`src/rtl/diannao_slice_ctrl.sv`:
```
// Issue/alignment sequencer for the single-slice DianNao NFU pipeline.
// Optional cycle counter output o_perf_cycles is enabled by defining DIANNAO_CTRL_PERF_EN.
module diannao_slice_ctrl #(
    parameter int ADDR_WIDTH = 6,
    parameter int CNT_WIDTH  = 8,
    parameter int N_OPS      = 1,
    parameter int PIPE_LAT   = 6
) (
    input  logic                  clk,
    input  logic                  rst,
    input  logic                  i_start,
    input  logic [CNT_WIDTH-1:0]  i_num_in,
    input  logic [CNT_WIDTH-1:0]  i_num_out,
    input  logic [N_OPS-1:0]      i_op,
    output logic                  o_busy,
    output logic                  o_done,
    output logic                  o_rd_en,
    output logic                  o_rd_seed,
    output logic [ADDR_WIDTH-1:0] o_nbin_addr,
    output logic [ADDR_WIDTH-1:0] o_sb_addr,
    output logic                  o_load,
    output logic [N_OPS-1:0]      o_op,
    output logic                  o_wr_en,
    output logic [ADDR_WIDTH-1:0] o_wr_addr
`ifdef DIANNAO_CTRL_PERF_EN
   ,output logic [31:0]           o_perf_cycles
`endif
);

    localparam int CW1 = CNT_WIDTH + 1;

    typedef enum logic [1:0] {IDLE, RUN, DRAIN, DONE} state_t;

    state_t                r_state;
    logic [CNT_WIDTH-1:0]  r_numIn;
    logic [CNT_WIDTH-1:0]  r_numOut;
    logic [CW1-1:0]        r_k;
    logic [CW1-1:0]        r_n;
    logic                  r_last;
    logic                  r_lastN;
    logic [ADDR_WIDTH-1:0] r_sbNext;
    logic [PIPE_LAT-1:0]   r_loadPipe;
    logic [PIPE_LAT:0]     r_wrPipe;
    logic [PIPE_LAT:0]     r_finalPipe;
    logic [ADDR_WIDTH-1:0] r_addrPipe [PIPE_LAT+1];

    // r_k/r_n/r_last/r_lastN describe the slot currently presented on the read outputs.
    always_ff @(posedge clk) begin
        if (rst) begin
            r_state     <= IDLE;
            r_numIn     <= '0;
            r_numOut    <= '0;
            r_k         <= '0;
            r_n         <= '0;
            r_last      <= 1'b0;
            r_lastN     <= 1'b0;
            r_sbNext    <= '0;
            o_busy      <= 1'b0;
            o_done      <= 1'b0;
            o_rd_en     <= 1'b0;
            o_rd_seed   <= 1'b0;
            o_nbin_addr <= '0;
            o_sb_addr   <= '0;
            o_op        <= '0;
            r_loadPipe  <= '0;
            r_wrPipe    <= '0;
            r_finalPipe <= '0;
            for (int i = 0; i <= PIPE_LAT; i++) r_addrPipe[i] <= '0;
        end else begin
            // Delay lines carry the issue-time tags out to the datapath timing.
            r_loadPipe[0]  <= o_rd_en & ~o_rd_seed;
            r_wrPipe[0]    <= o_rd_en & r_last;
            r_finalPipe[0] <= o_rd_en & r_last & r_lastN;
            r_addrPipe[0]  <= ADDR_WIDTH'(r_n);
            for (int i = 1; i < PIPE_LAT; i++) r_loadPipe[i] <= r_loadPipe[i-1];
            for (int i = 1; i <= PIPE_LAT; i++) begin
                r_wrPipe[i]    <= r_wrPipe[i-1];
                r_finalPipe[i] <= r_finalPipe[i-1];
                r_addrPipe[i]  <= r_addrPipe[i-1];
            end

            case (r_state)
                IDLE: begin
                    if (i_start) begin
                        r_numIn  <= i_num_in;
                        r_numOut <= i_num_out;
                        o_op     <= i_op;
                        o_busy   <= 1'b1;
                        r_sbNext <= '0;
                        if (i_num_out == '0) begin
                            r_state <= DONE;
                            o_done  <= 1'b1;
                        end else begin
                            r_state     <= RUN;
                            o_rd_en     <= 1'b1;
                            o_rd_seed   <= 1'b1;
                            o_nbin_addr <= '0;
                            r_k         <= '0;
                            r_n         <= '0;
                            r_last      <= (i_num_in == '0);
                            r_lastN     <= (i_num_out == CNT_WIDTH'(1));
                        end
                    end
                end
                RUN: begin
                    if (r_last && r_lastN) begin
                        r_state <= DRAIN;
                        o_rd_en <= 1'b0;
                    end else if (r_last) begin
                        r_n         <= r_n + CW1'(1);
                        r_k         <= '0;
                        o_rd_seed   <= 1'b1;
                        o_nbin_addr <= ADDR_WIDTH'(r_n + CW1'(1));
                        r_last      <= (r_numIn == '0);
                        r_lastN     <= ((r_n + CW1'(2)) == {1'b0, r_numOut});
                    end else begin
                        r_k         <= r_k + CW1'(1);
                        o_rd_seed   <= 1'b0;
                        o_nbin_addr <= ADDR_WIDTH'(r_k);
                        o_sb_addr   <= r_sbNext;
                        r_sbNext    <= r_sbNext + ADDR_WIDTH'(1);
                        r_last      <= ((r_k + CW1'(1)) == {1'b0, r_numIn});
                    end
                end
                DRAIN: begin
                    if (r_wrPipe[PIPE_LAT] && r_finalPipe[PIPE_LAT]) begin
                        r_state <= DONE;
                        o_done  <= 1'b1;
                    end
                end
                DONE: begin
                    r_state <= IDLE;
                    o_done  <= 1'b0;
                    o_busy  <= 1'b0;
                end
                default: r_state <= IDLE;
            endcase
        end
    end

    assign o_load    = r_loadPipe[PIPE_LAT-1];
    assign o_wr_en   = r_wrPipe[PIPE_LAT];
    assign o_wr_addr = r_addrPipe[PIPE_LAT];

`ifdef DIANNAO_CTRL_PERF_EN
    logic [31:0] r_perf;

    // Saturating count of busy cycles, restarted by each accepted start.
    always_ff @(posedge clk) begin
        if (rst) begin
            r_perf <= '0;
        end else if (r_state == IDLE && i_start) begin
            r_perf <= '0;
        end else if (o_busy && r_perf != 32'hFFFF_FFFF) begin
            r_perf <= r_perf + 32'd1;
        end
    end

    assign o_perf_cycles = r_perf;
`else
    // Cycle counter is left out of this build.
`endif

endmodule

```
`config.mk`:
```
export PLATFORM = sky130hd
export DESIGN_NAME = diannao_slice_ctrl
export DESIGN_NICKNAME = d
export VERILOG_FILES = /design/src/rtl/diannao_slice_ctrl.sv
export SDC_FILE = /design/constraint.sdc
export NUM_CORES = 1
export LEC_CHECK = 0
export ABC_CLOCK_PERIOD_IN_PS = 3310
export CAP_MARGIN = 20
export CORE_UTILIZATION = 50
export DETAILED_ROUTE_END_ITERATION = 12
export PLACE_DENSITY_LB_ADDON = 0.15
export SYNTH_ARGS = -nofsm -noshare
export SYNTH_HDL_FRONTEND = slang
export SYNTH_SLANG_ARGS = --single-unit
```
`constraint.sdc`:
```
create_clock -name clk -period 3.31 [get_ports clk]
set_input_delay 0.331 -clock clk [delete_from_list [all_inputs] [get_ports clk]]
set_output_delay 0.331 -clock clk [all_outputs]
set_load 0.01 [all_outputs]
```
Word level (Yosys, flattened, before mapping)
Memory sizes are Yosys's and may differ from the RTL's.
Cells that the tools add are included.
Word-level totals
  bits in read-only memories: 0
  bits in registers: 81
  bits in latches: 0
  output and inout bits: 25
  memories kept: 1
  RAM bits: 42
Cells by class
  $lt $le $gt $ge: 0
  divide/modulo/power cells: 0
  bitwise gates (word level): 13
  add/subtract/negate cells: 4
  reductions and logical operators: 18
  multipliers: 0
  shift-type cells: 0
  eq/ne operators: 14
  muxes and demuxes: 55
Memories
  r_addrPipe: depth 7, bits a word 6, rd ports 7, clocked after Yosys merged registers in 0, write ports 7, RTL line 45  | logic [ADDR_WIDTH-1:0] r_addrPipe [PIPE_LAT+1];
Operator list (number)
  6-bit 2-to-1 mux: 14
  9-bit 2-to-1 mux: 6
  9-bit case mux with 2 select lines: 2
  8-bit zero test: 3
  6-bit case mux with 2 select lines: 2
  1-bit 2-to-1 mux: 20
  9-bit by 1-bit adder with 9-bit output (second input constant): 2
  9-bit by 8-bit == test with 1-bit output: 2
  2-bit != test (second input constant): 8
  4-bit AND reduction: 4
  1-bit case mux with 2 select lines: 5
  9-bit by 2-bit adder with 9-bit output (second input constant): 1
  8-bit by 1-bit == test with 1-bit output (second input constant): 1
  2-bit 2-to-1 mux: 4
  2-bit case mux with 4 select lines: 1
  1-bit OR: 7
  6-bit by 1-bit adder with 6-bit output (second input constant): 1
  3-bit AND reduction: 2
  5-bit AND reduction: 1
  2-bit == test (second input constant): 2
  2-bit AND reduction: 2
  2-bit nonzero test: 2
  1-bit AND: 3
  1-bit inverter: 3
  5 further kinds: 6

Logic depth before layout (Yosys ltp)
Gate-level depths: netlist (run 1).
  word-level depth: 5
  mapped depth: 9

Worst setup path after synthesis (run 1)
Ideal clock, no wire load.
  kind: register to register
  start: register r_state[0]
  end: register r_k[6]
  slack: 1.387 ns
  setup time: 0.071 ns
  stages on the path, launching flop included: 10
  path buffers: 2
  clock period less this slack: 1.923 ns
  arrival: 1.852 ns
  path through: dfxtp_1 > inv_1 > ha_1 > and2_1 > buf_4 > o31ai_4 > and2_2 > buf_2 > or4_1 > a21oi_1
Between the ends
  longest elaborated chain between the ends: 3
  elaborated cells on any way between the ends: 8
  classes of those cells: 4 x eq/ne; 1 x mux; 3 x reduce/logical
Ends and longest elaborated chain
  from (decl): RTL line 34  | state_t r_state;
  from (signal assigned): RTL line 50  | r_state <= IDLE;
  from (signal assigned): RTL line 91  | r_state <= DONE;
  from (signal assigned): RTL line 94  | r_state <= RUN;
  2-bit by 1-bit == test with 1-bit output or 2-bit zero test (tied branches): RTL line 82  | case (r_state)
  2-bit != test (no line) or 2-bit nonzero test (tied branches)
  4-bit AND reduction (no line)
  to (signal assigned): RTL line 117  | r_k <= r_k + CW1'(1);
  to (decl): RTL line 37  | logic [CW1-1:0] r_k;
Several ways; a longest one is shown, not always the timed one.
A chain may end at the register's enable or synchronous reset.

Worst setup path in the final report (run 1)
  start: register r_state[1]
  end: register r_k[6]
Same word-level chain as after synthesis.

==> metrics.md, run 1 <==
| Metric | Value |
|---|---|
| Post-synthesis instance area | `4952 um2` |
| Clk buf depth | `2` |
| Critical path required time | `3.76 ns` |
| Port Buf Inserts | `44` |
| Maximum number of pins on one net before global-route repair | `90` |
| Congestion Overflow GR | `0` |
| Critical path buffer and inverter count | `1` |
| Ratio of routed vias to standard cells | `~5.3` |
| Unique masters post-synth | `58` |
| Pre-CTS setup slack | `slightly above 0.8 ns` |
| Filler cell count | `around 780` |
| Cell area power density | `724.7 nW/um2` |
| Router iterations before antenna repair | `10` |
| Hold violation total from the final report | `0` |
| Number of enable flip-flop cells after synthesis | `0` |
| Class of the tightest hold or removal check | `in -> reg` |
| Sequential element share of the synthesized area | `49.72%` |
| Clock tree from TritonCTS | `built` |
| Number of inserted diodes | `0` |
| Max-slew violation total from the final report | `0` |
| Remaining antenna violation count | `0` |
| DR DRC count | `1` |
| Core Region | `approximately 9400 um2` |
| Crit Path Max Fanout | `12` |
| Family of cells with the greatest summed delay on the critical path | `simple AND/OR/NAND/NOR gates` |
| Die Area | `10,310 um2` |
| Commonest non-fill, non-tap cell in the layout | `dfxtp_1` |
| Starting Density | `52.60%` |
| Fraction of layout instances using a drive strength above 1 | `7.383%` |
| Max capacitance violation total | `0` |
| Instance count of the mapped netlist | `550` |
| Actual slew at the worst max-slew pin | `around 0.86 ns` |
| Critical path data arrival time | `around 2.7 ns` |
| Floorplan die width | `between 100 and 150 um` |
| Height of the chip | `roughly 100 um` |
| Sum of negative setup slack | `0 ns` |
| Number of nets in the layout | `613` |
| Routed via count | `3,825` |
| Share of the synthesized area in the top cell type | `just under 50%` |
| Yosys reg bits | `between 100 and 150` |
| Cell area after layout | `slightly above 6000 um2` |
| Final HPWL DP | `6860 um` |
| Clock transition at the registers of the reported paths | `~0.060 ns` |
| Final worst-path setup slack | `between 1 and 1.5 ns` |
| Clock period minus final worst setup slack | `2.242 ns` |
| Total power | `4379 uW` |
| Cells taking the most area after synthesis | `dfxtp_1 (50%), nor2b_1 (8.3%), nand2_1 (5.8%)` |
| Area overhead of the layout relative to synthesis | `22.01%` |
| Yosys top cell by area | `dfxtp_1` |
| Cell type of the slowest stage on the worst timing path | `or4_1` |
| Wire length after detailed routing | `10,440 um` |
| Number of levels the H-tree was split into | `4` |
| Total GRT Usage | `a little over a fifth` |
| Clk_skew | `0.003503 ns` |
| Maximum clock rate | `446.0 MHz` |
| Average routed wire per standard cell | `between 10 and 15 um` |
| Cells along the critical path | `inv_1, ha_1, and2_1, o31ai_4, and2_2, or4_1, a21oi_1` |
| Relative slew slack | `a little over two fifths` |
| Final setup vio count | `0` |
| Unrepaired setup endpoints after global routing | `no` |
| Number of standard-cell rows in the floorplan | `35` |
| Weighted congestion at the end of routability-driven global placement | `approximately 0.9` |
| Leading cell types in the layout, fill and taps excluded | `dfxtp_1 (123), nand2_1 (76), nor2b_1 (66)` |
| Wire length of the first global-routing pass | `about 17,000 um` |
| Total CTS buffers | `17` |
| Post-place instance area | `between 5000 and 6000 um2` |
| Critical setup path kind | `reg -> reg` |
| Max IR drop VDD | `0.0004519 V` |
| Buffers inserted by post-CTS timing repair | `0` |
| Skew-Pair Late Insertion Delay | `between 0.5 and 0.6 ns` |
| Vias in the first global route | `between 3,000 and 4,000` |
| Delay of the slowest critical-path stage | `a little over 0.5 ns` |
| Number of instances resized during post-cts repair | `0` |
| Crit path capture type | `register` |
| Syn nets | `slightly below 600` |
| Leakage power figure | `~0.0022 uW` |
| Post-synthesis average cell area | `~9.0 um2` |
| Run status | `finished with violations` |
| CTS Hold Buffers Added | `0` |
| Ys Warns | `0` |
| Clock Root Buffer | `clkbuf_8` |
| Clock sink total | `123` |
| Final period util | `about 68%` |
| Async set or reset register ratio after synthesis | `0%` |
| Failing checks | `design-rule violations` |
| Startpoint Class | `register` |
| Ys flop type | `dfxtp_1` |
| Initial antenna violation count | `0` |
| Initial DRC Count | `between 200 and 250` |
| Io pins | `45` |
==> through the flow <==
| step | hold WS [ns] | instances | utilization, % |
|---|---|---|---|
| floorplan | 0.4138 | 550 | - |
| global placement | 0.4157 | 694 | 57.83 |
| detailed placement | 0.4220 | 694 | 57.83 |
| CTS | 0.3511 | 725 | 64.17 |
| global route | 0.3774 | 725 | 64.17 |
| finish | 0.3669 | 725 | 64.17 |
==> kinds of logic after synthesis <==
logic type / synth area share, %
AOI/OAI and AO/OA: 13.95
xor gates and xnor gates: 4.952
adders and majority gates: 2.274
buffers and inverters: 3.588
DFF: 49.72
muxes: 0.6064
and+or+nand+nor: 24.91
==> where the power goes <==
part           leakage (uW)  internal (uW)  total (uW)  switching [uW]
clock network      0.000285           1220        1850             637
logic              0.000932            336         877             542
registers          0.000995           1560        1650            83.6
total               0.00221           3120        4380            1260
==> synthesized netlist by cell type (5+ instances only) <==
cell,number
a22oi_1,7
o21ai_0,14
inv_1,7
nor2b_1,66
xor2_1,11
a211oi_1,8
and3_1,6
nand2b_1,11
xnor2_1,17
nor3_1,5
nand3_1,12
nor2_1,28
dfxtp_1,123
nand4_1,7
ha_1,9
buf_2,6
clkbuf_1,25
nand2_1,76
a21oi_1,50
==> area by class of cell <==
class,count,area [um2],area share [%]
flip-flops and latches,123,2462,40.75
multi-input cells,385,2312,38.27
repair buffers,50,483.0,7.993
clock buffers,20,425.4,7.041
clock inverters,11,171.4,2.837
well taps,129,161.4,2.671
inverters,7,26.28,0.4349
==> layer usage <==
layer | part of all wire [%] | wire length (um) | up-vias | track usage [%]
li1 | - | - | 1935 | -
met1 | 46 | 4833 | 1782 | 28.39
met2 | 47 | 4937 | 97 | 33.89
met3 | 5.4 | 564 | 11 | 6.556
met4 | 0.98 | 102 | 0 | 7.692
met5 | 0 | 0 | - | 0
==> state kept, by name, summed over array words and instances (netlist names) <==
signal / count
r_n: 9
r_numOut: 8
o_op: 1
r_k: 9
r_wrPipe: 7
r_lastN: 1
r_finalPipe: 7
r_sbNext: 6
o_nbin_addr: 6
o_rd_en: 1
o_busy: 1
o_done: 1
r_addrPipe: 42
r_numIn: 8
r_loadPipe: 6
o_rd_seed: 1
r_last: 1
r_state: 2
o_sb_addr: 6
==> tightest hold or removal path, cell delays in order <==
cell and delay, ns:
clkdlybuf4s50_1 0.40, nand2_1 0.06, a21oi_1 0.05
==> worst paths after layout <==
kind / from / slack, ns / depth (start not counted) / end
hold / removal: i_op / 0.37 / 3 / o_op
setup reg to reg: r_state[1] / 1.07 / 7 / r_k[6]
setup / recovery: r_state[1] / 1.07 / 7 / r_k[6]
hold reg to reg: r_addrPipe[4][3] / 0.43 / 1 / r_addrPipe[5][3]
(Power assumes the default switching activity.)
==> run 2: changes to the inputs <==
ABC_CLOCK_PERIOD_IN_PS = 1900   (was 3310)
clock period = 1.9 ns   (was 3.31 ns; I/O delays follow)
==> metrics.md, run 2 (synthesized netlist as in run 1, its figures left out) <==
| Metric | Value |
|---|---|
| Run status | `completed` |
| Vias in the first global route | `3,867` |
| Number of levels the H-tree was split into | `4` |
| Floorplan die width | `101.5 um` |
| Wire length after detailed routing | `around 11,000 um` |
| Clock Root Buffer | `clkbuf_8` |
| Final setup vio count | `0` |
| Crit path capture type | `register` |
| Critical path data arrival time | `~2.3 ns` |
| Weighted congestion at the end of routability-driven global placement | `0.8388` |
| Hold violation total from the final report | `0` |
| Die Area | `roughly 10,000 um2` |
| Io pins | `45` |
| Congestion Overflow GR | `0` |
| Clock transition at the registers of the reported paths | `about 0.060 ns` |
| Starting Density | `a little over half` |
| Maximum number of pins on one net before global-route repair | `56` |
| Placed Cells | `between 700 and 800` |
| Clock sink total | `between 100 and 150` |
| Clk buf depth | `2` |
| Leading cell types in the layout, fill and taps excluded | `dfxtp_1 (121), nand2_1 (76), nor2b_1 (64)` |
| Final period util | `about 96%` |
| Largest registers | `r_addrPipe x42, r_k x9, r_n x9` |
| Unrepaired setup endpoints after global routing | `yes` |
| Class of the tightest hold or removal check | `in -> reg` |
| Skew-Pair Late Insertion Delay | `around 0.52 ns` |
| Final HPWL DP | `approximately 7400 um` |
| Max-slew violation total from the final report | `0` |
| Total power | `just over 8000 uW` |
| Area overhead of the layout relative to synthesis | `30.75%` |
| Critical setup path kind | `reg -> reg` |
| Commonest non-fill, non-tap cell in the layout | `dfxtp_1` |
| Crit Path Max Fanout | `8` |
| Cell area after layout | `between 6000 and 7000 um2` |
| Max IR drop VDD | `slightly below 0.0008 V` |
| Max FFs per register | `between 40 and 50` |
| Height of the chip | `roughly 100 um` |
| Initial DRC Count | `~240` |
| Number of inserted diodes | `0` |
| Critical path required time | `around 2.4 ns` |
| Clk_skew | `between 0.009 and 0.01 ns` |
| Clock period minus final worst setup slack | `around 1.8 ns` |
| DR DRC count | `0` |
| Clock tree from TritonCTS | `built` |
| Register with the highest flop count | `r_addrPipe` |
| Ratio of routed vias to standard cells | `approximately 5.4` |
| Cell type of the slowest stage on the worst timing path | `a21boi_0` |
| Relative slew slack | `about 70%` |
| Actual slew at the worst max-slew pin | `about 0.42 ns` |
| CTS Hold Buffers Added | `0` |
| Fraction of layout instances using a drive strength above 1 | `approximately 16%` |
| Total GRT Usage | `about 23%` |
| Total CTS buffers | `17` |
| Port Buf Inserts | `between 40 and 50` |
| Routed via count | `4,109` |
| Leakage power figure | `0.002458 uW` |
| Sum of negative setup slack | `0 ns` |
| Layout Cells excl Fill | `approximately 770` |
| Remaining antenna violation count | `0` |
| Max capacitance violation total | `0` |
| Wire length of the first global-routing pass | `~18,000 um` |
| Router iterations before antenna repair | `5` |
| Post-place instance area | `5774 um2` |
| Number of standard-cell rows in the floorplan | `35` |
| Delay of the slowest critical-path stage | `~0.36 ns` |
| Average routed wire per standard cell | `around 14 um` |
| Core Region | `9415 um2` |
| Initial antenna violation count | `0` |
| Maximum clock rate | `550.0 MHz` |
| Cells along the critical path | `inv_2, ha_2, buf_4, nand2b_1, a21boi_0, a21o_2, buf_12, nand2_1, a21oi_1` |
| Number of nets in the layout | `655` |
| Startpoint Class | `register` |
| Cell area power density | `approximately 1300 nW/um2` |
[run 2: cell types whose count changed in the layout (fill, tap and decap cells not counted), sizes merged]
cell and change:
buf +42, clkinvlp +1, clkbuf +1, bufinv -1
[run 2: report_power, final]
part	switching, uW	total, uW	internal, uW
clock network	1130	3160	2030
logic	1160	2140	981
registers	126	2860	2730
total	2410	8150	5740
[run 2: stage by stage]
stage,hold WS [ns],util [%],setup WS [ns]
final,0.08299,68.77,0.08174
after global routing,0.07162,68.77,-0.005763
after CTS,0.06400,67.77,-0.09237
after detailed placement,0.4239,61.33,-0.3628
after global placement,0.4157,61.33,-0.3053
after floorplan,0.3260,-,0.004585
[run 2: final cells by class]
type                    count  area (um2)
multi-input cells         385        2405
repair buffers             92       830.8
inverters                   7       26.28
clock buffers              21       439.2
fillers                   715        2940
flip-flops and latches    123        2467
well taps                 129       161.4
clock inverters            11       145.1
[run 2: timing repair]
| item | 4_1_cts | 5_1_grt |
|---|---|---|
| endpoints found under the setup margin | 7 | 11 |
| resized for setup | 5 | 19 |
| pin swaps | 0 | 2 |
| cloned | 0 | 0 |
| buffers inserted | 0 | 2 |
[run 2: per-layer routing]
| metal | vias up | global-route usage [%] | share of wire (%) |
|---|---|---|---|
| met5 | - | 0 | 0 |
| met2 | 133 | 36.02 | 46 |
| li1 | 2020 | - | - |
| met3 | 15 | 7.315 | 5.8 |
| met1 | 1941 | 30.17 | 47 |
| met4 | 0 | 9.030 | 1.3 |
[run 2: final timing paths]
path | start | to | slack, ns | cells after the start
max | r_state[1] | r_n[3] | 0.08 | 9
min | rst | r_finalPipe[4] | 0.08 | 2
max reg2reg | r_state[1] | r_n[3] | 0.08 | 9
min reg2reg | r_addrPipe[1][2] | r_addrPipe[2][2] | 0.43 | 1
[run 2: worst max-delay path: cells and delay by family (launching register included)]
kind | cells | cell delay [ns]
compound gates | 3 | 0.71
flops | 1 | 0.35
buf+inv | 3 | 0.35
fa+ha+maj | 1 | 0.18
simple gates | 2 | 0.17
